--- src/rtl/fetch_pkg.sv ---
// Shared constants, entry type and helpers for the instruction fetch stage.
package fetch_pkg;

  localparam int unsigned INSTR_BYTES = 4;
  localparam int unsigned FETCH_DEPTH = 2;
  localparam int unsigned XLEN        = 32;

  typedef struct packed {
    logic [XLEN-1:0] instr;
    logic [XLEN-1:0] pc;
  } fetch_entry_t;

  // Saturating add of a small increment to a 32-bit event counter.
  function automatic logic [31:0] sat_add32(logic [31:0] a, logic [1:0] b);
    logic [32:0] s;
    s = {1'b0, a} + 33'(b);
    return s[32] ? 32'hFFFF_FFFF : s[31:0];
  endfunction

endpackage

--- src/rtl/fetch_fifo.sv ---
// Two-entry shifting queue of fetched {instr, pc}; entry 0 is always the head.
module fetch_fifo
  import fetch_pkg::*;
#(
  parameter int unsigned width = 64
) (
  input  logic             clk,
  input  logic             rst,
  input  logic             push,
  input  logic [width-1:0] push_data,
  input  logic             pop,
  input  logic             flush,
  output logic [width-1:0] head,
  output logic [1:0]       count
);

  logic [width-1:0] e0_q, e0_d, e1_q, e1_d;
  logic [1:0]       count_q, count_d;

  assign head  = e0_q;
  assign count = count_q;

  always_comb begin
    e0_d    = e0_q;
    e1_d    = e1_q;
    count_d = count_q;
    // Flush wins over push; stored data is left in place so the head holds.
    if (flush) begin
      count_d = '0;
    end else begin
      unique case ({push, pop})
        2'b10: begin
          if (count_q == 2'd0) e0_d = push_data;
          else                 e1_d = push_data;
          count_d = count_q + 2'd1;
        end
        2'b01: begin
          e0_d    = e1_q;
          count_d = count_q - 2'd1;
        end
        2'b11: begin
          if (count_q == 2'd1) begin
            e0_d = push_data;
          end else begin
            e0_d = e1_q;
            e1_d = push_data;
          end
        end
        default: ;
      endcase
    end
  end

  always_ff @(posedge clk or posedge rst) begin
    if (rst) begin
      e0_q    <= '0;
      e1_q    <= '0;
      count_q <= '0;
    end else begin
      e0_q    <= e0_d;
      e1_q    <= e1_d;
      count_q <= count_d;
    end
  end

`ifndef SYNTHESIS
  // Issue credit guarantees space; a push into a full queue is a design bug.
  no_overrun: assert property (@(posedge clk) disable iff (rst)
    !(push && !flush && count_q == 2'(FETCH_DEPTH)));
`endif

endmodule

--- src/rtl/fetch_unit.sv ---
// Instruction fetch: PC, imem request credit, redirect/flush and a 2-entry output queue.
// Define FETCH_PERF_EN to add saturating perf_fetched/perf_flushed counters.
module fetch_unit
  import fetch_pkg::*;
#(
  parameter int unsigned               address_width = 32,
  parameter int unsigned               data_width    = 32,
  parameter logic [address_width-1:0]  RESET_PC      = '0
) (
  input  logic                     clk,
  input  logic                     rst,
  output logic                     imem_req,
  output logic [address_width-1:0] imem_addr,
  input  logic [data_width-1:0]    imem_rdata,
  input  logic                     PCsrc,
  input  logic [address_width-1:0] branch_pc,
  input  logic [address_width-1:0] ImmOp,
  output logic [data_width-1:0]    instr,
  output logic [address_width-1:0] instr_pc,
  output logic                     instr_valid,
  input  logic                     instr_ready
`ifdef FETCH_PERF_EN
  ,
  output logic [31:0]              perf_fetched,
  output logic [31:0]              perf_flushed
`endif
);

  localparam int unsigned EntryW = data_width + address_width;

  logic [address_width-1:0] pc_q, pc_d, inflight_pc_q, inflight_pc_d;
  logic [address_width-1:0] target_sum, target;
  logic                     inflight_q, inflight_d, drop_q, drop_d;
  logic                     push, pop;
  logic [1:0]               count;
  logic [2:0]               credit;
  logic [EntryW-1:0]        head;

  assign instr_valid = (count != 2'd0);
  assign pop         = instr_valid & instr_ready;
  // Occupancy after this cycle, counting the response still on its way back.
  assign credit      = {1'b0, count} + {2'b0, inflight_q} - {2'b0, pop};
  assign imem_req    = !rst && !PCsrc && (credit < 3'(FETCH_DEPTH));
  assign imem_addr   = pc_q;
  assign push        = inflight_q & !drop_q & !PCsrc;

  assign target_sum  = branch_pc + ImmOp;
  assign target      = {target_sum[address_width-1:2], 2'b00};

  always_comb begin
    pc_d          = pc_q;
    inflight_d    = 1'b0;
    inflight_pc_d = inflight_pc_q;
    drop_d        = 1'b0;
    if (PCsrc) begin
      pc_d   = target;
      drop_d = inflight_q;
    end else if (imem_req) begin
      inflight_d    = 1'b1;
      inflight_pc_d = pc_q;
      pc_d          = pc_q + address_width'(INSTR_BYTES);
    end
  end

  always_ff @(posedge clk or posedge rst) begin
    if (rst) begin
      pc_q          <= RESET_PC;
      inflight_q    <= 1'b0;
      inflight_pc_q <= '0;
      drop_q        <= 1'b0;
    end else begin
      pc_q          <= pc_d;
      inflight_q    <= inflight_d;
      inflight_pc_q <= inflight_pc_d;
      drop_q        <= drop_d;
    end
  end

  fetch_fifo #(
    .width(EntryW)
  ) u_fifo (
    .clk      (clk),
    .rst      (rst),
    .push     (push),
    .push_data({imem_rdata, inflight_pc_q}),
    .pop      (pop),
    .flush    (PCsrc),
    .head     (head),
    .count    (count)
  );

  assign instr    = head[EntryW-1:address_width];
  assign instr_pc = head[address_width-1:0];

`ifdef FETCH_PERF_EN
  logic [31:0] fetched_q, flushed_q;
  logic [1:0]  flush_n;

  // Entries lost at a redirect: queued-but-unpopped plus a live response.
  assign flush_n = (count - {1'b0, pop}) + {1'b0, inflight_q & !drop_q};

  always_ff @(posedge clk or posedge rst) begin
    if (rst) begin
      fetched_q <= '0;
      flushed_q <= '0;
    end else begin
      if (push)  fetched_q <= sat_add32(fetched_q, 2'd1);
      if (PCsrc) flushed_q <= sat_add32(flushed_q, flush_n);
    end
  end

  assign perf_fetched = fetched_q;
  assign perf_flushed = flushed_q;
`endif

endmodule

--- config.mk ---
export PLATFORM = sky130hd
export DESIGN_NAME = fetch_unit
export DESIGN_NICKNAME = d
export VERILOG_FILES = /design/src/rtl/fetch_pkg.sv /design/src/rtl/fetch_fifo.sv /design/src/rtl/fetch_unit.sv
export SDC_FILE = /design/constraint.sdc
export NUM_CORES = 1
export LEC_CHECK = 0
export BUFFER_PORTS_ARGS = -buffer_cell sky130_fd_sc_hd__buf_2
export CORE_UTILIZATION = 58
export CTS_BUF_LIST = sky130_fd_sc_hd__clkbuf_4 sky130_fd_sc_hd__clkbuf_8
export CTS_CLUSTER_SIZE = 30
export DETAILED_ROUTE_END_ITERATION = 12
export GPL_TIMING_DRIVEN = 0
export PLACE_DENSITY = 0.83
export SLEW_MARGIN = 10
export SYNTH_ARGS = -nofsm -noshare
export SYNTH_HDL_FRONTEND = slang
export SYNTH_SLANG_ARGS = --single-unit
--- constraint.sdc ---
create_clock -name clk -period 6.3 [get_ports clk]
set_input_delay 0.63 -clock clk [delete_from_list [all_inputs] [get_ports clk]]
set_output_delay 0.63 -clock clk [all_outputs]
set_load 0.1 [all_outputs]
==> results of run 1 <==
critical path, stage by stage, from the launching register on:
cell      delay (ns)
dfrtp_1         0.47
inv_1           0.12
ha_1            0.22
inv_1           0.10
nand2_1         0.18
xnor2_1         0.27
nand2_1         0.10
fa_1            0.49
nor3b_4         0.24
nand2_1         0.21
clkbuf_1        0.26
inv_1           0.08
buf_2           0.42
Yosys cell counts, types with 16 or more instances:
cell type / instances
mux2_2: 63
o21ai_0: 28
a21oi_1: 101
ha_1: 33
nand2_1: 143
clkbuf_1: 38
xor2_1: 22
dfrtp_1: 188
nand3_1: 17
nor2_1: 101
nand4_1: 16
mux2i_1: 70
xnor2_1: 24
through the flow:
step                      cells  setup WS, ns  instance area [sq um]  setup TNS (ns)
after global routing       1450          1.74                  11700               0
final                      1450          2.06                  11700               0
after floorplan            1005         0.556                  10000               0
after global placement     1417         -1.50                  11200         -280.40
after CTS                  1450          2.02                  11700               0
after detailed placement   1418          2.39                  11300               0
sequential cells by signal (all words and copies together) (netlist names):
signal         count
imem_addr         30
u_fifo.e1_q       62
u_fifo.count       2
drop_q             1
inflight_q         1
u_fifo.head       62
inflight_pc_q     30
how the worst max path moves through the flow:
| stage | startpoint | endpoint | slack, ns |
|---|---|---|---|
| 2_1_floorplan | rst | drop_q | 0.56 |
| 3_3_place_gp | rst | u_fifo.e1_q[35] | -1.50 |
| 3_5_place_dp | u_fifo.count[1] | imem_addr[30] | 2.39 |
| 4_1_cts | u_fifo.count[1] | imem_req | 2.02 |
| 5_1_grt | u_fifo.count[1] | imem_req | 1.74 |
| 6_report | u_fifo.count[1] | imem_req | 2.06 |
kinds of logic after synthesis:
family | Yosys count | synth area share [%]
AND/OR/NAND/NOR | 337 | 15.4
AO/OA/AOI/OAI | 195 | 12.2
flip-flops | 188 | 47.0
multiplexers | 133 | 14.1
buffers and inverters | 68 | 2.88
XOR/XNOR | 46 | 4.03
adder cells (fa/ha/maj) | 34 | 4.33
other | 1 | 0.0375
per-layer routing:
metal	vias up	GRT usage [%]	wire length [microns]
li1	3975	-	-
met1	3781	35.8	10300
met2	251	43.0	10700
met3	38	3.81	1070
met4	0	10.2	573
met5	-	0	0
area by class of cell:
cell class	count	area (sq um)
Clock inverter	12	139
Multi-Input combinational cell	749	5020
Clock buffer	20	275
Timing Repair Buffer	193	988
Inverter	12	52.6
Fill cell	1310	5000
Tap cell	220	275
Sequential cell	188	4700
Buffer	56	243
where the power goes:
part           total, uW  switching [uW]  internal (uW)
logic               3470            2700            774
registers           2050             336           1710
clock network        809             422            387
total               6330            3460           2870
==> impl_metrics.env, run 1 <==
export IMPL_fin_util_pct=70.0
export IMPL_cts_sinks=188
export IMPL_final_cell_mix="199 x buf_2, 188 x dfrtp_1, 143 x nand2_1"
export IMPL_grt_first_pass_wirelength_microns=37400
export IMPL_cts_tree="built"
export IMPL_die_area_sq_um=17800
export IMPL_diodes=0
export IMPL_setup_violations=0
export IMPL_leakage_uw=0.00547
export IMPL_async_reset_ff_share_pct=100
export IMPL_coreArea_sq_um=16700
export IMPL_ys_warn_count=0
export IMPL_dieHeight_microns=133
export IMPL_slew_headroom_pct=48.6
export IMPL_syn_to_final_growth_pct=17.0
export IMPL_min_period_ns=4.24
export IMPL_ys_types=66
export IMPL_hp_class="in2async"
export IMPL_vias=8045
export IMPL_io_pins=198
export IMPL_cts_root_buf="clkbuf_8"
export IMPL_synth_area_leaders="dfrtp_1 47%, mux2_2 7.1%, mux2i_1 7.0%"
export IMPL_overflow=0
export IMPL_syn_area_sq_um=10000
export IMPL_cts_max_path_buffers=2
export IMPL_grt_max_degree=113
export IMPL_syn_avg_cell_area_sq_um=9.98
export IMPL_rsz0062_at_grt="false"
export IMPL_start_util_pct=59.9
export IMPL_antenna_found_initial=0
export IMPL_synth_area_leader_cell="dfrtp_1"
export IMPL_final_hold_viol_count=0
export IMPL_clock_fmax_mhz=236
export IMPL_gp_congestion=0.890
export IMPL_required_ns=5.67
export IMPL_ff2ff_path_depth=14
export IMPL_drt_iter0_drc=452
export IMPL_cts_htree_levels=4
export IMPL_crit_arrival_ns=3.61
export IMPL_powerDensity_nw_per_um2=541
export IMPL_maxCapViolations=0
export IMPL_yosysSeqAreaShare_pct=47.0
export IMPL_viasPerCell=5.55
export IMPL_clkTransAtPathRegs_ns=0.09
export IMPL_report_final_slew_viol_count=0
export IMPL_synth_top_cell_area_share_pct=47.0
export IMPL_final_common_cell="buf_2"
export IMPL_firstDrtPassIters=6
export IMPL_hpwl_microns=17000
export IMPL_status="completed"
export IMPL_fin_total_pwr_uw=6330
export IMPL_fp_dieW_microns=133
export IMPL_period_share_pct=67.3
export IMPL_insertion_delay_ns=0.45
export IMPL_r2r_start="u_fifo.count[1]"
export IMPL_synth_ff_type="dfrtp_1"
export IMPL_netlist_instances=1002
export IMPL_grtUsageTotal_pct=26.4
export IMPL_nNetsFinal=1351
export IMPL_ys_ff_latch=188
export IMPL_wirelength_microns=22600
export IMPL_worstSetupPathType="reg2out"
export IMPL_synth_edf_count=0
export IMPL_rows=47
export IMPL_cts_hold_buf=0
export IMPL_crit_path_start_kind="flip-flop"
export IMPL_cp_max_fo=10
export IMPL_finClkSkew_ns=0.00902
export IMPL_hold_worst_slack_ns=0.265
export IMPL_cts_setup_buffers=0
export IMPL_drive_gt1_share_pct=25.9
export IMPL_cp_end_kind="output port"
export IMPL_ff2ff_setup_slack_ns=2.37
export IMPL_reg2reg_to="imem_addr[30]"
export IMPL_post_cts_resized=0
export IMPL_ant_nets=0
export IMPL_numPortBuffers=192
export IMPL_first_global_vias=7663
export IMPL_wl_per_cell_microns=15.6
export IMPL_cts_buffers_inserted=17
export IMPL_ir_drop_mv=0.464
export IMPL_max_slew_worst_pin_slew_ns=0.763
export IMPL_drcViolationCount=0
Power figures use the tool's default switching activity.
==> run 2, diff against run 1 <==
Clock period 6.3 ns to 4.3 ns, I/O delays scaled along.
==> impl_metrics.env, run 2 (synthesis results as in run 1) <==
export IMPL_hp_class="in2async"
export IMPL_slew_headroom_pct=48.5
export IMPL_cp_end_kind="output port"
export IMPL_drt_iter0_drc=497
export IMPL_max_slew_worst_pin_slew_ns=0.773
export IMPL_drive_gt1_share_pct=26.2
export IMPL_cp_num_buf_inv=5
export IMPL_grtUsageTotal_pct=27.0
export IMPL_drcViolationCount=0
export IMPL_required_ns=3.87
export IMPL_worst_path_max_delay_cell="fa_1"
export IMPL_io_pins=198
export IMPL_dieHeight_microns=133
export IMPL_wl_per_cell_microns=15.8
export IMPL_cts_buffers_inserted=17
export IMPL_ir_drop_mv=0.792
export IMPL_crit_arrival_ns=3.58
export IMPL_maxCapViolations=0
export IMPL_powerDensity_nw_per_um2=788
export IMPL_finalSetupTns_ns=0
export IMPL_overflow=0
export IMPL_rsz0062_at_grt="false"
export IMPL_status="completed"
export IMPL_numPortBuffers=192
export IMPL_period_share_pct=93.3
export IMPL_rows=47
export IMPL_antenna_found_initial=0
export IMPL_fp_dieW_microns=133
export IMPL_hpwl_microns=17400
export IMPL_hold_worst_slack_ns=0.0774
export IMPL_clkTransAtPathRegs_ns=0.09
export IMPL_cts_root_buf="clkbuf_8"
export IMPL_cts_tree="built"
export IMPL_final_hold_viol_count=0
export IMPL_power_frac_seq_pct=32.4
export IMPL_cp_max_fo=10
export IMPL_power_frac_clock_pct=12.3
export IMPL_final_cell_mix="198 x buf_2, 188 x dfrtp_1, 143 x nand2_1"
export IMPL_cts_max_path_buffers=2
export IMPL_crit_path_start_kind="flip-flop"
export IMPL_clock_fmax_mhz=249
export IMPL_ant_nets=0
export IMPL_fin_util_pct=70.4
export IMPL_leakage_uw=0.00549
export IMPL_insertion_delay_ns=0.45
export IMPL_final_common_cell="buf_2"
export IMPL_p_switching_uw=5060
export IMPL_worstSetupPathType="reg2out"
export IMPL_first_global_vias=7963
export IMPL_diodes=0
export IMPL_swShare_pct=54.7
export IMPL_syn_to_final_growth_pct=17.5
export IMPL_cts_setup_buffers=0
export IMPL_grt_max_degree=40
export IMPL_start_util_pct=59.9
export IMPL_cts_sinks=188
export IMPL_comb_power_share_pct=55.3
export IMPL_die_area_sq_um=17800
export IMPL_grt_first_pass_wirelength_microns=38600
export IMPL_cts_hold_buf=0
export IMPL_viasPerCell=5.62
export IMPL_internal_power_uw=4200
export IMPL_min_period_ns=4.01
export IMPL_path_cells="inv_1, ha_1, inv_1, nand2_1, xnor2_1, nand2_1, fa_1, nor3b_4, nand2_1, clkbuf_1, inv_1, clkbuf_4"
export IMPL_nNetsFinal=1355
export IMPL_cts_htree_levels=4
export IMPL_fin_total_pwr_uw=9260
export IMPL_firstDrtPassIters=7
export IMPL_finClkSkew_ns=0.0128
export IMPL_report_final_slew_viol_count=0
export IMPL_gp_congestion=0.907
export IMPL_coreArea_sq_um=16700
export IMPL_slowest_delay_ns=0.49
export IMPL_cp_top_family="buffers and inverters"
export IMPL_setup_violations=0
export IMPL_fill_cells=1283
export IMPL_vias=8164
export IMPL_wirelength_microns=23000
==> run 2: cell type report <==
| cell class | count | area, sq um | share of cell area, % |
|---|---|---|---|
| Multi-Input combinational cell | 749 | 5030 | 42.8 |
| Sequential cell | 188 | 4700 | 40.0 |
| Timing Repair Buffer | 197 | 1060 | 9.05 |
| Clock buffer | 23 | 310 | 2.64 |
| Tap cell | 220 | 275 | 2.34 |
| Buffer | 56 | 243 | 2.07 |
| Clock inverter | 8 | 82.6 | 0.703 |
| Inverter | 12 | 48.8 | 0.415 |
==> run 2: final timing paths <==
kind	from	endpoint	slack [ns]	cells past startpoint
worst max-delay path	u_fifo.count[1]	imem_req	0.29	12
worst min-delay path	rst	inflight_pc_q[2]	0.08	2
worst max register to register	u_fifo.count[1]	imem_addr[27]	0.39	15
worst min register to register	u_fifo.e1_q[20]	u_fifo.e1_q[20]	0.51	1
max in group asynchronous	rst	u_fifo.e1_q[27]	3.14	5
min in group clk	imem_rdata[23]	u_fifo.e1_q[55]	0.22	2
==> run 2: layer usage <==
layer	track usage, %	up-vias	routed length [microns]
met3	3.81	39	1160
met1	36.2	3913	10400
met4	10.2	0	513
li1	-	3966	-
met2	44.7	246	10900
met5	0	-	0
==> run 2: through the flow <==
stage               instance area [sq um]  setup WS [ns]  cells
detailed placement                  11400          0.405   1422
finish                              11800          0.288   1453
global route                        11800         0.0356   1453
floorplan                           10000          0.173   1005
global placement                    11300          0.329   1417
CTS                                 11700          0.147   1453
==> run 2: power by group through the flow <==
stage               Sequential (uW)  Combinational (uW)  Clock [uW]
floorplan                      5530                1620           0
global placement               2980                5010           0
detailed placement             3030                5100           0
CTS                            3000                5130        1160
global route                   3100                5400        1230
finish                         3000                5120        1140
==> run 2: timing repair <==
| action | in CTS | in global routing |
|---|---|---|
| resized for setup | 0 | 2 |
| setup endpoints to repair | 0 | 2 |
| endpoints found under the hold margin | 0 | 0 |
==> run 3, diff against run 2 <==
Settings changed: CORE_MARGIN from default to 4.
==> impl_metrics.env, run 3 (synthesis results as in run 1) <==
export IMPL_status="completed"
export IMPL_viasPerCell=5.58
export IMPL_fill_cells=1320
export IMPL_reg2reg_to="imem_addr[30]"
export IMPL_overflow=0
export IMPL_powerDensity_nw_per_um2=789
export IMPL_insertion_delay_ns=0.45
export IMPL_crit_path_start_kind="flip-flop"
export IMPL_antenna_found_initial=0
export IMPL_fin_ws_ns=0.275
export IMPL_hp_class="in2async"
export IMPL_crit_arrival_ns=3.60
export IMPL_cts_htree_levels=4
export IMPL_dieHeight_microns=139
export IMPL_start_util_pct=59.7
export IMPL_drcViolationCount=0
export IMPL_cts_buffers_inserted=17
export IMPL_worstSetupPathType="reg2out"
export IMPL_ant_nets=0
export IMPL_rows=47
export IMPL_cts_tree="built"
export IMPL_drive_gt1_share_pct=26.2
export IMPL_wl_per_cell_microns=16.3
export IMPL_cp_end_kind="output port"
export IMPL_dp_slack_ns=0.331
export IMPL_vias=8098
export IMPL_grt_max_degree=40
export IMPL_numPortBuffers=192
export IMPL_worst_path_max_delay_cell="dfrtp_1"
export IMPL_max_slew_worst_pin_slew_ns=0.739
export IMPL_cts_root_buf="clkbuf_8"
export IMPL_io_pins=198
export IMPL_coreArea_sq_um=16800
export IMPL_setup_violations=0
export IMPL_r2r_start="u_fifo.count[1]"
export IMPL_maxCapViolations=0
export IMPL_diodes=0
export IMPL_multi_input_area_sq_um=5030
export IMPL_cts_hold_buf=0
export IMPL_slew_headroom_pct=50.7
export IMPL_hpwl_microns=18200
export IMPL_finClkSkew_ns=0.0136
export IMPL_rsz0062_at_grt="false"
export IMPL_ff2ff_setup_slack_ns=0.40
export IMPL_ir_drop_mv=0.658
export IMPL_first_global_vias=8058
export IMPL_drt_iter0_drc=478
export IMPL_grtUsageTotal_pct=24.5
export IMPL_cp_max_fo=10
export IMPL_cp_num_buf_inv=5
export IMPL_dpl_cell_area_sq_um=11400
export IMPL_hold_worst_slack_ns=0.132
export IMPL_cp_top_family="buffers and inverters"
export IMPL_cts_setup_buffers=0
export IMPL_finalSetupTns_ns=0
export IMPL_required_ns=3.87
export IMPL_fp_dieW_microns=139
export IMPL_cts_sinks=188
export IMPL_clock_fmax_mhz=248
export IMPL_report_final_slew_viol_count=0
export IMPL_min_period_ns=4.03
export IMPL_die_area_sq_um=19400
export IMPL_final_common_cell="buf_2"
export IMPL_final_hold_viol_count=0
export IMPL_gp_congestion=0.916
export IMPL_clkTransAtPathRegs_ns=0.09
export IMPL_regArea_sq_um=4700
export IMPL_fin_area_sq_um=11700
export IMPL_syn_to_final_growth_pct=17.5
export IMPL_slowest_delay_ns=0.52
export IMPL_post_cts_resized=0
export IMPL_period_share_pct=93.6
export IMPL_firstDrtPassIters=5
export IMPL_leakage_uw=0.00549
export IMPL_cts_max_path_buffers=2
export IMPL_nNetsFinal=1355
export IMPL_wirelength_microns=23700
export IMPL_grt_first_pass_wirelength_microns=39600
export IMPL_ff2ff_path_depth=14
export IMPL_path_cells="inv_1, ha_1, inv_1, nand2_1, xnor2_2, nand2_1, fa_1, nor3b_4, nand2_1, clkbuf_1, inv_1, clkbuf_4"
export IMPL_final_cell_mix="198 x buf_2, 188 x dfrtp_1, 143 x nand2_1"
==> run 3: how the worst max path moves through the flow <==
stage / startpoint / endpoint / slack (ns) / depth (start not counted)
after floorplan: u_fifo.count[1] / imem_addr[27] / 0.17 / 15
after global placement: rst / u_fifo.head[33] / 0.33 / 2
after detailed placement: u_fifo.count[1] / imem_addr[30] / 0.33 / 14
after CTS: u_fifo.count[1] / imem_req / 0.1 / 12
after global routing: u_fifo.count[1] / imem_req / 0.02 / 12
final: u_fifo.count[1] / imem_req / 0.27 / 12
==> run 3: cell type report <==
cell class | instances | share of cell area [%]
clock buffer | 19 | 2.17
tap | 220 | 2.34
timing repair buffer | 197 | 9.05
sequential | 188 | 40.0
buffer | 56 | 2.07
clock inverter | 11 | 1.04
multi-input combinational | 749 | 42.9
inverter | 12 | 0.415
==> run 3: metal layers <==
| metal | GRT usage [%] | wire [microns] |
|---|---|---|
| met1 | 32.6 | 10400 |
| met3 | 4.73 | 1540 |
| met5 | 0 | 0 |
| met4 | 6.80 | 441 |
| met2 | 41.5 | 11300 |
==> run 3: through the flow <==
stage               instances  total power (uW)  utilization [%]
floorplan                1005              7150                -
global placement         1417              8000             67.1
detailed placement       1422              8170             67.7
CTS                      1452              9300             70.0
global route             1452              9770             70.1
finish                   1452              9270             70.1
==> run 3: power by group <==
group          switching (uW)  total (uW)  leakage, uW  internal [uW]
Combinational            3980        5130      0.00303           1150
Sequential                509        3020      0.00228           2510
Clock                     591        1120     0.000183            530
Total                    5080        9270      0.00549           4190
